## src/rtl/instruction_fetch.sv

```systemverilog
// Instruction fetch stage: requests one word at a time from instruction memory
// and holds it for the decoder until consumed or flushed by a branch redirect.
//
// state | meaning
// FETCH | read request outstanding at pc, waiting for imem_ack
// FULL  | instruction held in instr, waiting for decoder to consume
module instruction_fetch #(
   parameter logic [15:0] RESET_PC = 16'h0000
) (
   input  logic        clk,
   input  logic        rst_n,
   output logic        imem_req,
   output logic [15:0] imem_addr,
   input  logic        imem_ack,
   input  logic [15:0] imem_data,
   input  logic        stall,
   input  logic        br_taken,
   input  logic [15:0] br_target,
   output logic [15:0] instr,
   output logic        instr_valid,
   output logic [15:0] pc_out
);

   typedef enum logic {
      FETCH = 1'b0,
      FULL  = 1'b1
   } state_t;

   state_t      state;
   logic [15:0] pc;

   assign imem_req  = (state == FETCH);
   assign imem_addr = pc;

   always_ff @(posedge clk or negedge rst_n) begin
      if (!rst_n) begin
         state       <= FETCH;
         pc          <= RESET_PC;
         instr       <= 16'h0000;
         pc_out      <= 16'h0000;
         instr_valid <= 1'b0;
      end else if (br_taken) begin
         // redirect wins over ack and stall; a coinciding ack is dropped
         state       <= FETCH;
         pc          <= br_target;
         instr_valid <= 1'b0;
      end else begin
         case (state)
            FETCH: begin
               if (imem_ack) begin
                  instr       <= imem_data;
                  pc_out      <= pc;
                  pc          <= pc + 16'd1;
                  instr_valid <= 1'b1;
                  state       <= FULL;
               end
            end
            FULL: begin
               if (!stall) begin
                  instr_valid <= 1'b0;
                  state       <= FETCH;
               end
            end
         endcase
      end
   end

endmodule

```

## config.mk

```make
export PLATFORM = sky130hd
export DESIGN_NAME = instruction_fetch
export DESIGN_NICKNAME = d
export VERILOG_FILES = /design/src/rtl/instruction_fetch.sv
export SDC_FILE = /design/constraint.sdc
export NUM_CORES = 1
export LEC_CHECK = 0
export BUFFER_PORTS_ARGS = -buffer_cell sky130_fd_sc_hd__buf_2
export CAP_MARGIN = 20
export CORE_UTILIZATION = 48
export DETAILED_ROUTE_END_ITERATION = 8
export PLACE_DENSITY = 0.78
export SYNTH_ARGS = -nofsm -noshare
export SYNTH_HDL_FRONTEND = slang
export SYNTH_SLANG_ARGS = --single-unit
```

## constraint.sdc

```tcl
create_clock -name clk -period 2.2 [get_ports clk]
set_input_delay 0.11 -clock clk [delete_from_list [all_inputs] [get_ports clk]]
set_output_delay 0.11 -clock clk [all_outputs]
set_load 0.01 [all_outputs]
```

* Word-level counts from Yosys, hierarchy flattened
Cells that the tools add are included.
Storage, ports and cells: flip-flop bits (word level) 50, input port bits 37, output and inout bits 50, word-level logic and storage cells 26
Operators by class: add/subtract/negate cells 1, eq/ne operators 3, multiplexer cells 11, bitwise operators 2, reductions and logical operators 4
Operators with widths (count):
- 2-to-1 mux 16 bit | 3
- adder 16 x 1 -> 16 bit (second input constant) | 1
- 2-to-1 mux 1 bit | 6
- one-hot mux 1 bit (2 select lines) | 2
- AND reduction 2 bit | 2
- != test 3 x 1 -> 1 bit (second input constant) | 1
- != test 3 bit (second input constant) | 1
- AND reduction 3 bit | 1
- != test 2 bit (second input constant) | 1
- inverter 1 bit | 2
- nonzero test 2 bit | 1

* Logic depth before layout (Yosys ltp)
depth after elaboration 4, depth in mapped cells 5, gate-level depth less buffers 5

* Worst setup path before layout
No wires, ideal clock.
kind flip-flop to flip-flop, start point register pc[2], in the netlist imem_addr[2], end point register pc[15], in the netlist imem_addr[15], library setup time 0.082 ns, data arrival time 1.728 ns, data required time 2.118 ns, setup slack 0.390 ns, cell stages (with the launch flop) 5, period minus slack after synthesis 1.810 ns, cells stage by stage dfrtp_1 nand4_4 or4_4 or3_1 a31oi_1
On the way: longest elaborated chain between the ends 4
RTL lines:
- from (decl) | RTL line 30 | logic [15:0] pc;
- from (signal assigned) | RTL line 45 | pc <= br_target;
- from (signal assigned) | RTL line 53 | pc <= pc + 16'd1;
- adder 16 x 1 -> 16 bit | RTL line 53
- 2-to-1 mux 16 bit | RTL line 50 | if (imem_ack) begin
- 2-to-1 mux 16 bit | RTL line 48 | case (state)
- 2-to-1 mux 16 bit | RTL line 42 | end else if (br_taken) begin
Every way passes these cells. The select of a mux whose other input is x is not followed. A chain may end at the register's enable or synchronous reset.

* Worst setup path in the final report
Ends and elaborated chain as after synthesis.

==> flow_summary.ini <==
[run_status]
outcome = finished clean

[detailed_routing]
wl_per_cell_um = 13.9
post_drt_via_cell_ratio = 5.19
drc = 0
drtAntennaViolNets = 0
vias = 1630
firstDrtPassIters = 4
drt_iter0_drc = 109
routed_wl_um = 4380

[timing]
slew_violations = 0
fin_skew_ns = 0.0106
finalHoldWorstSlack_ns = 0.00186
slew_headroom = 0.604
fmax_mhz = 536
min_period_over_period = 0.848
min_period_ns = 1.87
finalHoldViolCount = 0
tns_ns = 0
finalSetupViolations = 0
layout_setup_ws_ns = 0.335
worst_pin_slew_ns = 0.594
rsz0062_at_grt = false

[logic_synthesis]
yosysMostFrequentCell = dfrtp_1
synthesis.instances = 173
yosysWarningCount = 0
ys_seq_area_frac = 0.584
netlist.area_leader.share = 0.584
synth_cell_types = 25
synth-async-reset-ratio = 1.00
synth_edf_count = 0
synth.area.top_cells = dfrtp_1, mux2_2, o21ai_0
synth_nets = 211
ys_seq_elements = 50
yosysTopAreaCell = dfrtp_1
synth_commonest_cells = dfrtp_1, mux2_2, nand2_1
syn_area_per_cell_um2 = 12.4
synth_area_mm2 = 0.00214
ys.flop_type = dfrtp_1

[cts]
cts_sinks = 50
cts_hold_buf = 2
worstSkewPairLatency_ns = 0.32
clk_pin_slew_ns = 0.09
cts_resized = 0
cts_buffers = 5
cts_max_level = 2
postCtsSetupRepairBufs = 0
cts_tree = yes
clockBufferDepth = 2
root_buffer = clkbuf_8

[hold_path]
min_from = br_target[8]
hp-class = in -> reg

[die]
floorplan.die.width_um = 68.8
initial_core_util = 0.517
core_mm2 = 0.00414
die_area_mm2 = 0.00473
row_count = 23
pin_count = 87
fp.dieH_um = 68.8

[place]
dpl.hpwl_um = 3100
place.gp.congestion = 0.795
post-place-ws_ns = 0.345
port_buffers = 86

[finish]
diodes = 0
drive_gt1_frac = 0.492
layout.nets = 301
nFillCells = 341
area_delta_synth_final_pct = 29.5

[flow_run]
maxCapViolCount = 0

[worst_setup_path]
startpoint_type = flip-flop
crit_fanout = 9
end_kind = flip-flop
r2r_start = imem_addr[2]
crit_required_ns = 2.44
crit_arrival_ns = 2.11
crit_type = reg -> reg
cp-startpoint = imem_addr[2]

[power]
p_leak_nw = 1.31
peakVddDrop_uv = 535
power_density_mw_per_mm2 = 844

[global_route]
grt_pass1_vias = 1507
grt-ovfl-total = 0
grt_pass1_wl_um = 6710
antenna_found_initial = 0
grt_max_degree = 37
grt_usage = 0.199
power by group:
part	switching, mW	internal (mW)
Sequential	0.107	1.07
Clock	0.306	0.339
Combinational	0.248	0.268
Total	0.662	1.68
placed cells by master, fill, tap and decap left out:
cell and count:
bufinv_16 1, nand4_4 1, dfrtp_1 50, or3_1 1, nor3b_1 1, buf_2 86, clkbuf_1 1, clkbuf_8 5
a21oi_1 2, nand2_1 18, xor2_1 5, a31oi_1 1, nand4b_1 2, clkinvlp_4 1, or4_4 1, dlygate4sd3_1 2
nor4_1 5, nand3_1 2, nand4_1 3, o21ai_0 15, buf_12 1, nor2_4 1, mux2i_1 1, buf_4 1
and4b_1 1, mux2_2 32, xnor2_1 7, inv_1 5, a221o_1 2, nor2_1 5, nor3_1 3, ha_1 1
nand3b_1 1
flip-flops by register name, indices dropped and copies added (netlist names):
register and count:
imem_addr 16, instr 16, pc_out 16, instr_valid 1, state 1
worst max-delay path, stage by stage (launching register included):
cell and delay, ns:
dfrtp_1 0.49, nand4_4 0.20, or4_4 0.59, or3_1 0.36, a31oi_1 0.16
layer usage:
| layer | share of wire | routed length, µm | up-vias | global-route usage |
|---|---|---|---|---|
| li1 | - | - | 788 | - |
| met1 | 0.45 | 1970 | 771 | 0.248 |
| met2 | 0.46 | 2000 | 64 | 0.315 |
| met3 | 0.079 | 345 | 7 | 0.0493 |
| met4 | 0.015 | 66 | 0 | 0.112 |
| met5 | 0 | 0 | - | 0 |
path summary, 6_finish.rpt:
kind                                      end  slack, ns  depth (start not counted)
min in group asynchronous           instr[15]       0.27                          2
worst min register to register       instr[7]       0.51                          1
worst max register to register  imem_addr[15]       0.33                          4
max in group asynchronous            instr[5]       1.18                          3
worst max-delay path            imem_addr[15]       0.33                          4
worst min-delay path             imem_addr[8]      0.002                          3
area by class of cell:
cell class,count,area [µm²],share of cell area
well taps,50,62.6,0.0226
inverters,5,18.8,0.00677
multi-input cells,111,853,0.308
flip-flops and latches,50,1250,0.451
repair buffers,90,478,0.172
clock buffers,6,72.6,0.0262
clock inverters,2,37.5,0.0135
cells by family after synthesis:
| group | after synthesis | share of synthesized area |
|---|---|---|
| adders and majority gates | 1 | 0.00584 |
| buffers and inverters | 12 | 0.0210 |
| xor gates and xnor gates | 12 | 0.0491 |
| and+or+nand+nor | 45 | 0.115 |
| DFF | 50 | 0.584 |
| AOI/OAI and AO/OA | 20 | 0.0520 |
| muxes | 33 | 0.173 |
per-stage QoR:
step	total power [mW]	area, µm²	instances	util
detailed placement	1.72	2640	304	0.638
CTS	2.36	2770	314	0.669
floorplan	1.46	2140	173	-
global placement	1.70	2640	304	0.638
global route	2.47	2770	314	0.669
finish	2.34	2770	314	0.669
Power figures use the tool's default switching activity.
